### src/rtl/ber_gen_pkg.sv
// rtl/ber_gen_pkg.sv - shared types and frame-size helpers for the BER generator sequencer
package ber_gen_pkg;

  typedef enum logic [2:0] {
    ST_IDLE,
    ST_GEN_RST,
    ST_RUN,
    ST_DRAIN,
    ST_FIN
  } state_t;

  typedef enum logic [1:0] {
    ERR_NONE           = 2'd0,
    ERR_VALID_MISMATCH = 2'd1,
    ERR_OVERRUN        = 2'd2,
    ERR_STALL_TIMEOUT  = 2'd3
  } err_code_t;

  function automatic int info_bits(input int rs_k, input int sym_w);
    return rs_k * sym_w;
  endfunction

  function automatic int total_bits(input int rs_n, input int sym_w);
    return rs_n * sym_w;
  endfunction

endpackage

### src/rtl/ber_frame_tracker.sv
// rtl/ber_frame_tracker.sv - mirrors the generator bit schedule, counts frames and checks valid bits per frame
module ber_frame_tracker import ber_gen_pkg::*; #(
  parameter int RS_K            = 60,
  parameter int RS_N            = 68,
  parameter int RS_SYMBOL_WIDTH = 8
) (
  input  logic        clk,
  input  logic        rstn,
  input  logic        clear,
  input  logic        step,
  input  logic        valid,
  output logic        wrap,
  output logic        mismatch,
  output logic [31:0] frames_done
);

  localparam int INFO_BITS  = info_bits(RS_K, RS_SYMBOL_WIDTH);
  localparam int TOTAL_BITS = total_bits(RS_N, RS_SYMBOL_WIDTH);
  localparam int PW         = $clog2(TOTAL_BITS);

  logic [PW-1:0] pos;
  logic [31:0]   vcnt;
  logic [31:0]   vcnt_next;

  // A valid on the wrap cycle belongs to the frame that is closing.
  always_comb begin
    vcnt_next = vcnt;
    if (valid && vcnt != '1) vcnt_next = vcnt + 32'd1;
  end

  assign wrap     = step && (pos == PW'(TOTAL_BITS - 1));
  assign mismatch = wrap && (vcnt_next != 32'(INFO_BITS));

  always_ff @(posedge clk) begin
    if (!rstn || clear) begin
      pos         <= '0;
      vcnt        <= '0;
      frames_done <= '0;
    end else begin
      if (step) pos <= wrap ? '0 : pos + PW'(1);
      vcnt <= wrap ? '0 : vcnt_next;
      if (wrap && frames_done != '1) frames_done <= frames_done + 32'd1;
    end
  end

endmodule

### src/rtl/ber_gen_sequencer.sv
// rtl/ber_gen_sequencer.sv - run controller for the RS frame data generators
module ber_gen_sequencer import ber_gen_pkg::*; #(
  parameter int RS_K            = 60,
  parameter int RS_N            = 68,
  parameter int RS_SYMBOL_WIDTH = 8,
  parameter int RST_CYCLES      = 2,
  parameter int STALL_LIMIT     = 1024
) (
  input  logic        clk,
  input  logic        rstn,
  input  logic        start,
  input  logic        abort,
  input  logic [31:0] n_frames,
  input  logic        sink_ready,
  input  logic        gen_valid,
  output logic        gen_rstn,
  output logic        gen_en,
  output logic [31:0] gen_n_pcs,
  output logic        busy,
  output logic        done,
  output logic        aborted,
  output logic [1:0]  err_code,
  output logic [31:0] frames_done,
  output logic [31:0] bits_seen
);

  state_t      state;
  err_code_t   err_q;
  logic [31:0] n_frames_q;
  logic [31:0] rst_cnt;
  logic [31:0] stall_cnt;
  logic        drain_cnt;
  logic        trk_clear, trk_step, trk_valid;
  logic        wrap, mismatch, last_wrap, count_valid;

  assign gen_en      = (state == ST_RUN) && sink_ready && !abort;
  assign gen_n_pcs   = n_frames_q;
  assign err_code    = err_q;
  assign trk_clear   = (state == ST_IDLE) && start;
  // Stepping ignores abort so an abort on the final wrap still counts that frame.
  assign trk_step    = (state == ST_RUN) && sink_ready;
  assign trk_valid   = (state == ST_RUN) && gen_valid;
  assign count_valid = ((state == ST_RUN) || (state == ST_DRAIN)) && gen_valid;
  assign last_wrap   = wrap && (({1'b0, frames_done} + 33'd1) == {1'b0, n_frames_q});

  ber_frame_tracker #(
    .RS_K            (RS_K),
    .RS_N            (RS_N),
    .RS_SYMBOL_WIDTH (RS_SYMBOL_WIDTH)
  ) u_tracker (
    .clk         (clk),
    .rstn        (rstn),
    .clear       (trk_clear),
    .step        (trk_step),
    .valid       (trk_valid),
    .wrap        (wrap),
    .mismatch    (mismatch),
    .frames_done (frames_done)
  );

  always_ff @(posedge clk) begin
    if (!rstn) begin
      state      <= ST_IDLE;
      err_q      <= ERR_NONE;
      n_frames_q <= '0;
      rst_cnt    <= '0;
      stall_cnt  <= '0;
      drain_cnt  <= 1'b0;
      gen_rstn   <= 1'b0;
      busy       <= 1'b0;
      done       <= 1'b0;
      aborted    <= 1'b0;
      bits_seen  <= '0;
    end else begin
      done     <= 1'b0;
      gen_rstn <= 1'b1;
      if (count_valid && bits_seen != '1) bits_seen <= bits_seen + 32'd1;

      case (state)
        ST_IDLE: begin
          if (start) begin
            n_frames_q <= n_frames;
            aborted    <= 1'b0;
            err_q      <= ERR_NONE;
            bits_seen  <= '0;
            stall_cnt  <= '0;
            rst_cnt    <= '0;
            busy       <= 1'b1;
            if (n_frames != '0) begin
              state    <= ST_GEN_RST;
              gen_rstn <= 1'b0;
            end else begin
              state <= ST_FIN;
              done  <= 1'b1;
            end
          end
        end

        ST_GEN_RST: begin
          if (abort) begin
            aborted <= 1'b1;
            done    <= 1'b1;
            state   <= ST_FIN;
          end else if (rst_cnt == 32'(RST_CYCLES - 1)) begin
            state <= ST_RUN;
          end else begin
            rst_cnt  <= rst_cnt + 32'd1;
            gen_rstn <= 1'b0;
          end
        end

        ST_RUN: begin
          if (mismatch && err_q == ERR_NONE) err_q <= ERR_VALID_MISMATCH;
          if (abort) begin
            aborted <= 1'b1;
            done    <= 1'b1;
            state   <= ST_FIN;
          end else if (last_wrap) begin
            drain_cnt <= 1'b0;
            state     <= ST_DRAIN;
          end else if (sink_ready) begin
            stall_cnt <= '0;
          end else begin
            if (stall_cnt != '1) stall_cnt <= stall_cnt + 32'd1;
            if (STALL_LIMIT != 0 && stall_cnt == 32'(STALL_LIMIT - 1)) begin
              if (err_q == ERR_NONE) err_q <= ERR_STALL_TIMEOUT;
              done  <= 1'b1;
              state <= ST_FIN;
            end
          end
        end

        ST_DRAIN: begin
          if (gen_valid && err_q == ERR_NONE) err_q <= ERR_OVERRUN;
          if (abort) begin
            aborted <= 1'b1;
            done    <= 1'b1;
            state   <= ST_FIN;
          end else if (drain_cnt) begin
            done  <= 1'b1;
            state <= ST_FIN;
          end else begin
            drain_cnt <= 1'b1;
          end
        end

        ST_FIN: begin
          busy  <= 1'b0;
          state <= ST_IDLE;
        end

        default: state <= ST_IDLE;
      endcase
    end
  end

endmodule
### config.mk
export PLATFORM = sky130hd
export DESIGN_NAME = ber_gen_sequencer
export DESIGN_NICKNAME = d
export VERILOG_FILES = /design/src/rtl/ber_gen_pkg.sv /design/src/rtl/ber_frame_tracker.sv /design/src/rtl/ber_gen_sequencer.sv
export SDC_FILE = /design/constraint.sdc
export NUM_CORES = 1
export LEC_CHECK = 0
export BUFFER_PORTS_ARGS = -buffer_cell sky130_fd_sc_hd__buf_4
export CORE_ASPECT_RATIO = 0.6
export CORE_UTILIZATION = 45
export CTS_BUF_LIST = sky130_fd_sc_hd__clkbuf_8
export CTS_CLUSTER_SIZE = 28
export DETAILED_ROUTE_END_ITERATION = 10
export MAX_ROUTING_LAYER = met4
export PLACE_DENSITY = 0.67
export SLEW_MARGIN = 20
export SYNTH_ARGS = -nofsm -noshare
export SYNTH_HDL_FRONTEND = slang
export SYNTH_SLANG_ARGS = --single-unit
### constraint.sdc
create_clock -name clk -period 4.45 [get_ports clk]
set_clock_uncertainty 0.15 [all_clocks]
set_input_delay 0 -clock clk [delete_from_list [all_inputs] [get_ports clk]]
set_output_delay 0 -clock clk [all_outputs]
set_load 0.02 [all_outputs]
[After elaboration in Yosys (flattened, before gate mapping)]
Cells that the tools add are included.
Cells by class
  divide/modulo/power cells: 0
  bitwise logic cells: 0
  equal/unequal tests: 27
  order comparisons: 0
  multipliers: 0
  mux-type cells: 57
  $add $sub $neg: 7
  reduce and logical (&&, ||, !) cells: 36
  shift operators: 0
Operators by type and width (number)
  32-bit two-way mux: 11
  32-bit by 1-bit adder with 32-bit output (second input constant): 5
  32-bit inequality test (second input constant): 4
  32-bit one-hot mux with 2 select lines: 2
  32-bit by 1-bit adder with 33-bit output (second input constant): 1
  33-bit by 32-bit == test with 1-bit output: 1
  32-bit by 1-bit == test with 1-bit output (second input constant): 1
  32-bit by 10-bit == test with 1-bit output (second input constant): 1
  32-bit by 9-bit inequality test with 1-bit output (second input constant): 1
  32-bit nonzero test: 1
  3-bit two-way mux: 10
  1-bit two-way mux: 18
  2-bit two-way mux: 8
  2-bit inequality test (second input constant): 7
  1-bit logical AND: 13
  3-bit one-hot mux with 4 select lines: 1
  10-bit by 1-bit adder with 10-bit output (second input constant): 1
  10-bit == test (second input constant): 1
  10-bit two-way mux: 1
  5-bit AND reduction: 2
  2-bit nonzero test: 5
  1-bit one-hot mux with 2 select lines: 4
  4-bit AND reduction: 2
  3-bit by 2-bit == test with 1-bit output (second input constant): 2
  other kinds (18): 24
Storage, ports and cells
  logic and storage cells: 141
  input port bits: 38
  memories: 0
  memory bits (writable): 0
  flip-flop bits (word level): 212
  latch bits: 0
  output and inout bits: 103
  bits in read-only memories: 0

[Logic depth before layout (Yosys ltp)]
Gate-level depths: netlist (run 1).
  depth after elaboration: 14
  mapped depth: 14
  gate-level depth less buffers: 11

[By module]
A second synthesis (run 1) with hierarchy kept.
Unflattened totals
  cells, all modules: 1461
  area total of the unflattened synthesis: 11616.1 µm²
Modules (own cells, without submodules)
  ber_gen_sequencer: cells each 1008, seq. area each 2762.6 µm², area each 7754.9 µm², times used 1
  ber_frame_tracker: cells each 453, seq. area each 1481.4 µm², area each 3861.2 µm², times used 1

[Worst setup path after synthesis (run 1)]
OpenSTA, ideal clock, no wires.
  path type: reg2reg
  start: register u_tracker.frames_done[0]
  end: register stall_cnt[2]
  setup time: 0.070 ns
  clock period less this slack: 3.531 ns
  arrival time: 3.311 ns
  path buffers: 3
  stages on the path, launching flop included: 14
  slack: 0.919 ns
  data required time: 4.230 ns
  cells stage by stage: dfxtp_1 -> ha_1 -> clkbuf_1 -> nand4_1 -> nor4_2 -> xnor2_1 -> o21ai_0 -> or4b_1 -> nor4b_1 -> and4_1 -> buf_4 -> buf_4 -> o31ai_1 -> a21oi_1
On the way
  longest elaborated chain between the ends: 5
Ends and longest elaborated chain
  from (decl): line ber_frame_tracker.sv:14  | output logic [31:0] frames_done
  from (signal assigned): line ber_frame_tracker.sv:42  | if (wrap && frames_done != '1) frames_done <= frames_done + 32'd1;
  32-bit by 1-bit adder with 33-bit output: line ber_gen_sequencer.sv:44  | assign last_wrap = wrap && (({1'b0, frames_done} + 33'd1) == {1'b0, n_frames_q});
  33-bit by 32-bit == test with 1-bit output: line ber_gen_sequencer.sv:44
  1-bit logical AND: line ber_gen_sequencer.sv:44
  2-bit inequality test (no line)
  5-bit AND reduction (no line)
  to (signal assigned): line ber_gen_sequencer.sv:124  | if (stall_cnt != '1) stall_cnt <= stall_cnt + 32'd1;
  to (decl): line ber_gen_sequencer.sv:31  | logic [31:0] stall_cnt;
Every way passes these cells.
A chain may end at the register's enable or synchronous reset.

[Worst setup path in the final report (run 1)]
  start: register u_tracker.vcnt[12]
  end: register err_q[0] (netlist: err_code[0])
On the way
  longest elaborated chain between the ends: 13
  elaborated cells between the ends (all ways): 14
  classes of those cells: add/sub: 1; eq/ne: 2; mux: 8; reduce/logical: 3
Ends and longest elaborated chain
  from (decl): line ber_frame_tracker.sv:22  | logic [31:0] vcnt;
  from (signal assigned): line ber_frame_tracker.sv:41  | vcnt <= wrap ? '0 : vcnt_next;
  parallel branches: the longest is 2 deep, another holds 32-bit by 1-bit adder with 32-bit output
  32-bit two-way mux *: line ber_frame_tracker.sv:28  | if (valid && vcnt != '1) vcnt_next = vcnt + 32'd1;
  32-bit by 9-bit inequality test with 1-bit output *: line ber_frame_tracker.sv:32  | assign mismatch = wrap && (vcnt_next != 32'(INFO_BITS));
  1-bit logical AND *: line ber_frame_tracker.sv:32
  1-bit logical AND *: line ber_gen_sequencer.sv:113  | if (mismatch && err_q == ERR_NONE) err_q <= ERR_VALID_MISMATCH;
  2-bit two-way mux *: line ber_gen_sequencer.sv:113
  2-bit two-way mux: line ber_gen_sequencer.sv:126  | if (err_q == ERR_NONE) err_q <= ERR_STALL_TIMEOUT;
  2-bit two-way mux: line ber_gen_sequencer.sv:125  | if (STALL_LIMIT != 0 && stall_cnt == 32'(STALL_LIMIT - 1)) begin
  2-bit two-way mux: line ber_gen_sequencer.sv:121  | end else if (sink_ready) begin
  2-bit two-way mux: line ber_gen_sequencer.sv:118  | end else if (last_wrap) begin
  2-bit two-way mux *: line ber_gen_sequencer.sv:114  | if (abort) begin
  2-bit one-hot mux with 3 select lines *: line ber_gen_sequencer.sv:79  | case (state)
  to (signal assigned): line ber_gen_sequencer.sv:84  | err_q <= ERR_NONE;
  to (signal assigned): line ber_gen_sequencer.sv:113
  to (signal assigned): line ber_gen_sequencer.sv:126
  to (decl): line ber_gen_sequencer.sv:28  | err_code_t err_q;
Every way passes the cells marked *.

==> summary.md, run 1 <==
| Metric | Value |
|---|---|
| Status | `finished with violations` |
| Failing checks | `design-rule violations` |
| Syn_nets | `1487` |
| Worst min-delay path class | `input pin to register` |
| Number of flops mapped to enable cells by yosys | `0` |
| Final hold violation count | `0` |
| CP arrival | `4.10 ns` |
| RSZ-0062 raised after global routing | `no` |
| Slowest stage cell on the critical path | `a2111oi_0` |
| Net Sw Power | `1074 uW` |
| Pwr dens | `between 300 and 400 mW/mm2` |
| Vias per std cell | `around 5.7` |
| CP peak stage delay | `about 0.64 ns` |
| Crit end category | `register` |
| Final period utilization | `0.8593` |
| Per-cell routed wire length | `approximately 17 um` |
| GPL Wtd Cong | `0.9538` |
| Die Ht | `roughly 120 um` |
| CP required | `4.72 ns` |
| CTS root buffer | `clkbuf_8` |
| Fin cells | `1943` |
| Total power | `a little over 4000 uW` |
| Yosys warnings | `0` |
| Number of placed instances, taps included | `around 1800` |
| Core Rows | `44` |
| Int Pwr | `3070 uW` |
| CP Cell Sequence | `nand4_1 > nor3_1 > nand2_1 > or4_1 > or3_1 > a2111oi_0 > nand4b_1 > nor4_1 > o31ai_1` |
| Worst-path clk slew | `approximately 0.060 ns` |
| CTS Sinks | `between 200 and 250` |
| Startpoint types | `register` |
| FFs w/ async S/R, synth | `0` |
| Ranking of synthesized cells by area | `dfxtp_1 38%, xor2_1 7.4%, nor2_1 6.5%, nand2_1 6.0%, xnor2_1 5.8%` |
| Sequential-to-total area share from yosys stat | `0.3756` |
| Flop and latch count out of synthesis | `roughly 210` |
| Largest area contributor in the netlist | `dfxtp_1` |
| H-tree depth | `2` |
| F_max | `about 260 MHz` |
| Starting density of the core | `0.4634` |
| Fin Setup TNS | `0 ns` |
| Clock share of power | `0.440` |
| # fillers | `roughly 2200` |
| PnR worst setup slack | `0.6260 ns` |
| Final nets | `about 1600` |
| Max-cap violations | `0` |
| Register Area | `between 0.004 and 0.005 mm2` |
| Reg2reg setup slack | `around 0.63 ns` |
| Final Max Slew Viols | `0` |
| Rel. slew slack | `0.2664` |
| Sequential power share | `0.475` |
| Pleak | `~0.0050 uW` |
| Dpl ws | `a little over 0.7 ns` |
| Post-CTS Resized | `0` |
| First-pass GRT wire length | `between 50000 and 60000 um` |
| Routed WL | `roughly 33000 um` |
| Core ar. | `around 0.024 mm2` |
| Drc violations | `7` |
| Ports | `approximately 140` |
| Largest net degree at the start of global routing | `99` |
| Post-route ant nets | `0` |
| Via count | `roughly 11000` |
| Synthesized area | `around 0.011 mm2` |
| Initial antenna violation count | `0` |
| Comb power frac | `0.086` |
| Switching share of total power | `0.2592` |
| Clock period minus worst slack | `around 3.8 ns` |
| Share of layout cells above drive strength 1 | `0.1450` |
| Initial drt markers | `1112` |
| Commonest non-fill, non-tap cell in the layout | `dfxtp_1` |
| Maximum fanout along the worst path | `8` |
| Distinct cells, synth | `68` |
| DR pass1 iterations | `9` |
| Detailed Place HPWL | `~23000 um` |
| DIE AREA | `0.02577 mm2` |
| Clock Latency Late Sink | `0.55 ns` |
| Vias in the first global route | `9959` |
| Cts bufs inserted | `35` |
| Clock Path Buffers | `3` |
| Most frequent cells in the layout | `212 x dfxtp_1, 195 x nor2_1, 179 x nand2_1` |
| Crit Path Category | `register to register` |
| Post-synth top area share | `0.3756` |
| Final setup vio count | `0` |
| Gr ovfl total | `0` |
| Ant. Diodes | `0` |
| Synth Instances | `between 1000 and 1500` |
| Post-synth top flop | `dfxtp_1` |
| Area Overhead vs Synth | `21.63%` |
| Max VDD drop | `0.0001569 V` |
| PortBufs | `140` |
| Synthesized area per cell | `between 7 and 8 um2` |
| Worst slew pin tran | `1.096 ns` |
| TritonCTS clock tree | `done` |
| Chip Width | `roughly 210 um` |
| Total global-route track usage | `0.2654` |
| Area of the multi-input gates | `about 0.0067 mm2` |
-- power by group through the flow --
stage                     Sequential, uW  Combinational (uW)  Clock (uW)
after global routing                1970                 384        1960
after floorplan                     2020                 166           0
after CTS                           1960                 349        1870
after detailed placement            2010                 314           0
final                               1970                 355        1820
after global placement              2010                 312           0
-- cells in the mapped netlist, types with 3 or more instances --
library cell,instances
a21oi_1,80
o211a_1,4
a211oi_1,3
mux2i_1,11
xnor2_1,75
a21o_1,4
and2_1,14
o31ai_1,9
or4_1,7
dfxtp_1,212
a31oi_1,22
nand3_1,78
buf_1,3
nor3b_1,5
inv_1,20
or3_1,22
xor2_1,96
clkbuf_1,59
o21ai_0,47
nor4_2,4
nand2_1,180
or2_2,5
o221a_2,3
buf_2,18
nor2b_1,12
o22ai_1,4
nand4_1,45
nand2b_1,5
nand3b_1,7
ha_1,7
and4_1,21
and3_1,29
nand4_2,3
nor3_1,45
o311ai_0,10
nor2_1,195
nand4b_1,6
nor4_1,31
a2111oi_0,3
-- metal layers --
metal | vias to the layer above | global-route usage | part of all wire
met5 | - | - | 0
met4 | 0 | 0.07093 | 0.022
met3 | 67 | 0.05416 | 0.086
met2 | 466 | 0.3390 | 0.39
met1 | 5102 | 0.4092 | 0.50
li1 | 5395 | - | -
-- per-stage QoR --
stage / utilization / cell area [um2] / hold WS (ns)
after floorplan: - / 11300 / -0.01397
after global placement: 0.5152 / 12560 / 0.1072
after detailed placement: 0.5152 / 12560 / 0.1168
after CTS: 0.5636 / 13750 / 0.08293
after global routing: 0.5636 / 13750 / 0.1127
final: 0.5636 / 13750 / 0.1149
-- logic make-up (layout without fill, tap and decap cells) --
logic type      count (synthesis)  after routing  synth area share
flops                         212            212            0.3756
simple gates                  725            725            0.3211
xor+xnor                      171            171            0.1325
mux                            13             13           0.01174
compound gates                211            211            0.1145
buf+inv                       103            282           0.03687
fa+ha+maj                       7              7          0.007750
-- state kept, by name (all words and copies together) (netlist names), 2 cells and up --
register	flops
u_tracker.frames_done	32
gen_n_pcs	32
bits_seen	32
stall_cnt	32
rst_cnt	32
u_tracker.vcnt	32
u_tracker.pos	10
state	3
err_code	2
-- area by class of cell --
class | instances | area share
inverters | 21 | 0.005735
multi-input cells | 1127 | 0.4840
clock buffers | 47 | 0.04706
well taps | 322 | 0.02931
repair buffers | 202 | 0.1183
clock inverters | 12 | 0.006827
flip-flops and latches | 212 | 0.3088
-- worst max-delay path, delay by kind of cell (launching register included) --
family,cells,cell delay [ns]
and+or+nand+nor,7,2.34
AOI/OAI and AO/OA,2,0.75
DFF,1,0.47
-- what timing repair did --
action | 4_1_cts | 5_1_grt
endpoints found under the hold margin | 84 | 0
hold buffers | 44 | 0
setup buffers | 0 | 0
-- path summary, 6_finish.rpt --
path                                          from      endpoint  cells past startpoint
worst min register to register        gen_n_pcs[6]  gen_n_pcs[6]                      2
worst min-delay path                   n_frames[3]  gen_n_pcs[3]                      4
worst max-delay path            u_tracker.vcnt[12]   err_code[0]                      9
worst max register to register  u_tracker.vcnt[12]   err_code[0]                      9
Power figures use the tool's default switching activity.
==> run 2: changes to the inputs <==
- clock period: 4.45 -> 4.2 ns (I/O delays scaled with it)
==> summary.md, run 2 (synthesis gave the netlist of run 1 again) <==
| Metric | Value |
|---|---|
| Net Sw Power | `about 1100 uW` |
| H-tree depth | `2` |
| Hold Path Origin | `n_frames[13]` |
| Status | `finished with violations` |
| Switching share of total power | `0.2606` |
| Area Overhead vs Synth | `21.17%` |
| Reg2reg start | `state[1]` |
| Worst r2r path cells | `9` |
| CP required | `approximately 4.5 ns` |
| DIE AREA | `approximately 0.026 mm2` |
| Pleak | `0.005017 uW` |
| Max-cap violations | `0` |
| Comb power frac | `0.088` |
| Reg2reg setup slack | `0.35 ns` |
| Via count | `around 11000` |
| Final hold violation count | `0` |
| Clock Path Buffers | `3` |
| Core Rows | `44` |
| Buffer count from post-CTS setup fixing | `0` |
| Drc violations | `7` |
| Worst slew pin tran | `about 1.1 ns` |
| Final Max Slew Viols | `0` |
| Routed WL | `33480 um` |
| GPL Wtd Cong | `just over 1` |
| Gr ovfl total | `0` |
| Worst-path clk slew | `approximately 0.060 ns` |
| Most frequent cells in the layout | `212 x dfxtp_1, 195 x nor2_1, 179 x nand2_1` |
| Rel. slew slack | `0.2798` |
| Post-route ant nets | `0` |
| TritonCTS clock tree | `done` |
| Ant. Diodes | `0` |
| Core ar. | `roughly 0.024 mm2` |
| CTS Sinks | `approximately 210` |
| First-pass GRT wire length | `53620 um` |
| Fin Setup TNS | `0 ns` |
| Crit end category | `register` |
| Clock share of power | `0.429` |
| # fillers | `2295` |
| Hold_buf cts | `40` |
| Final period utilization | `0.9163` |
| Initial antenna violation count | `0` |
| Chip Width | `206.6 um` |
| Post-CTS Resized | `0` |
| Ports | `between 100 and 150` |
| Per-cell routed wire length | `approximately 17 um` |
| Initial drt markers | `about 1100` |
| CTS root buffer | `clkbuf_8` |
| Pwr dens | `approximately 310 mW/mm2` |
| Core Util, Final | `0.5615` |
| Worst Setup EP | `err_code[0]` |
| Final nets | `between 1500 and 2000` |
| Vias in the first global route | `around 10000` |
| Int Pwr | `approximately 3200 uW` |
| Worst setup startpoint | `state[1]` |
| Dpl ws | `roughly 0.43 ns` |
| Share of layout cells above drive strength 1 | `0.1449` |
| Die Ht | `around 120 um` |
| RSZ-0062 raised after global routing | `no` |
| Commonest non-fill, non-tap cell in the layout | `dfxtp_1` |
| F_max | `around 260 MHz` |
| Starting density of the core | `0.4634` |
| PortBufs | `140` |
| Maximum fanout along the worst path | `15` |
| CP Cell Sequence | `buf_4 > nor3b_1 > nand2_1 > or4_1 > or3_1 > a2111oi_0 > nand4b_1 > nor4_1 > o31ai_1` |
| Failing checks | `design-rule violations` |
| Clock period minus worst slack | `3.848 ns` |
| Startpoint types | `register` |
| Max VDD drop | `around 0.00020 V` |
| DR pass1 iterations | `9` |
| Crit Path Category | `register to register` |
| Final setup vio count | `0` |
| PnR worst setup slack | `about 0.35 ns` |
| Clock Latency Late Sink | `~0.56 ns` |
| Worst min-delay path class | `input pin to register` |
| Vias per std cell | `between 5 and 6` |
| Slowest stage cell on the critical path | `or4_1` |
| Sequential power share | `0.483` |
| Total power | `~4300 uW` |
| Cts bufs inserted | `35` |
| Detailed Place HPWL | `about 24000 um` |
| CP arrival | `about 4.1 ns` |
| Crit Reg-Reg Endpoint | `err_code[0]` |
| Total global-route track usage | `0.2670` |
| Largest net degree at the start of global routing | `between 90 and 100` |
| CP peak stage delay | `0.71 ns` |
## run 2: cell count changes in the layout (fill, tap and decap cells not counted)
cell           before  now
inv_6               1    0
clkbuf_8           47   44
clkinv_8            1    0
buf_4             158  163
clkinv_2            1    2
inv_1              27   32
dlygate4sd3_1      44   40
clkinvlp_4          1    0
## run 2: power by group through the flow
stage / clock (uW) / sequential (uW) / combinational, uW
floorplan: 0 / 2140 / 176
finish: 1850 / 2080 / 378
global route: 2000 / 2080 / 408
detailed placement: 0 / 2120 / 340
global placement: 0 / 2120 / 338
CTS: 1910 / 2080 / 372
## run 2: worst max-delay path: cells and delay by family (launching register included)
kind            cells  cell delay (ns)
flops               1             0.38
simple gates        6             2.34
buf+inv             1             0.22
compound gates      2             0.63
## run 2: worst min path at each step
stage               depth (start not counted)  slack, ns            end
floorplan                                   2      -0.01   gen_n_pcs[6]
global placement                            3       0.11  gen_n_pcs[18]
detailed placement                          3       0.12  gen_n_pcs[18]
CTS                                         4       0.08  gen_n_pcs[14]
global route                                4       0.13  gen_n_pcs[18]
finish                                      4       0.14  gen_n_pcs[13]
## run 2: through the flow
stage | cell area, um2 | std cells | hold WS (ns)
floorplan | 11300 | 1442 | -0.01397
global placement | 12600 | 1845 | 0.1082
detailed placement | 12600 | 1845 | 0.1172
CTS | 13690 | 1944 | 0.07776
global route | 13690 | 1944 | 0.1289
finish | 13690 | 1944 | 0.1382
## run 2: final cells by class
type / count / area (um2) / area share
Timing Repair Buffer: 203 / 1624 / 0.1186
Multi-Input combinational cell: 1127 / 6653 / 0.4858
Tap cell: 322 / 402.9 / 0.02942
Inverter: 21 / 78.83 / 0.005757
Clock buffer: 44 / 605.6 / 0.04423
Sequential cell: 212 / 4244 / 0.3099
Clock inverter: 15 / 85.08 / 0.006213
## run 2: routing by layer
| layer | vias up | part of all wire | global-route usage |
|---|---|---|---|
| li1 | 5388 | - | - |
| met4 | 0 | 0.023 | 0.08261 |
| met2 | 421 | 0.39 | 0.3346 |
| met1 | 5098 | 0.50 | 0.4130 |
| met3 | 67 | 0.085 | 0.05390 |
| met5 | - | 0 | - |
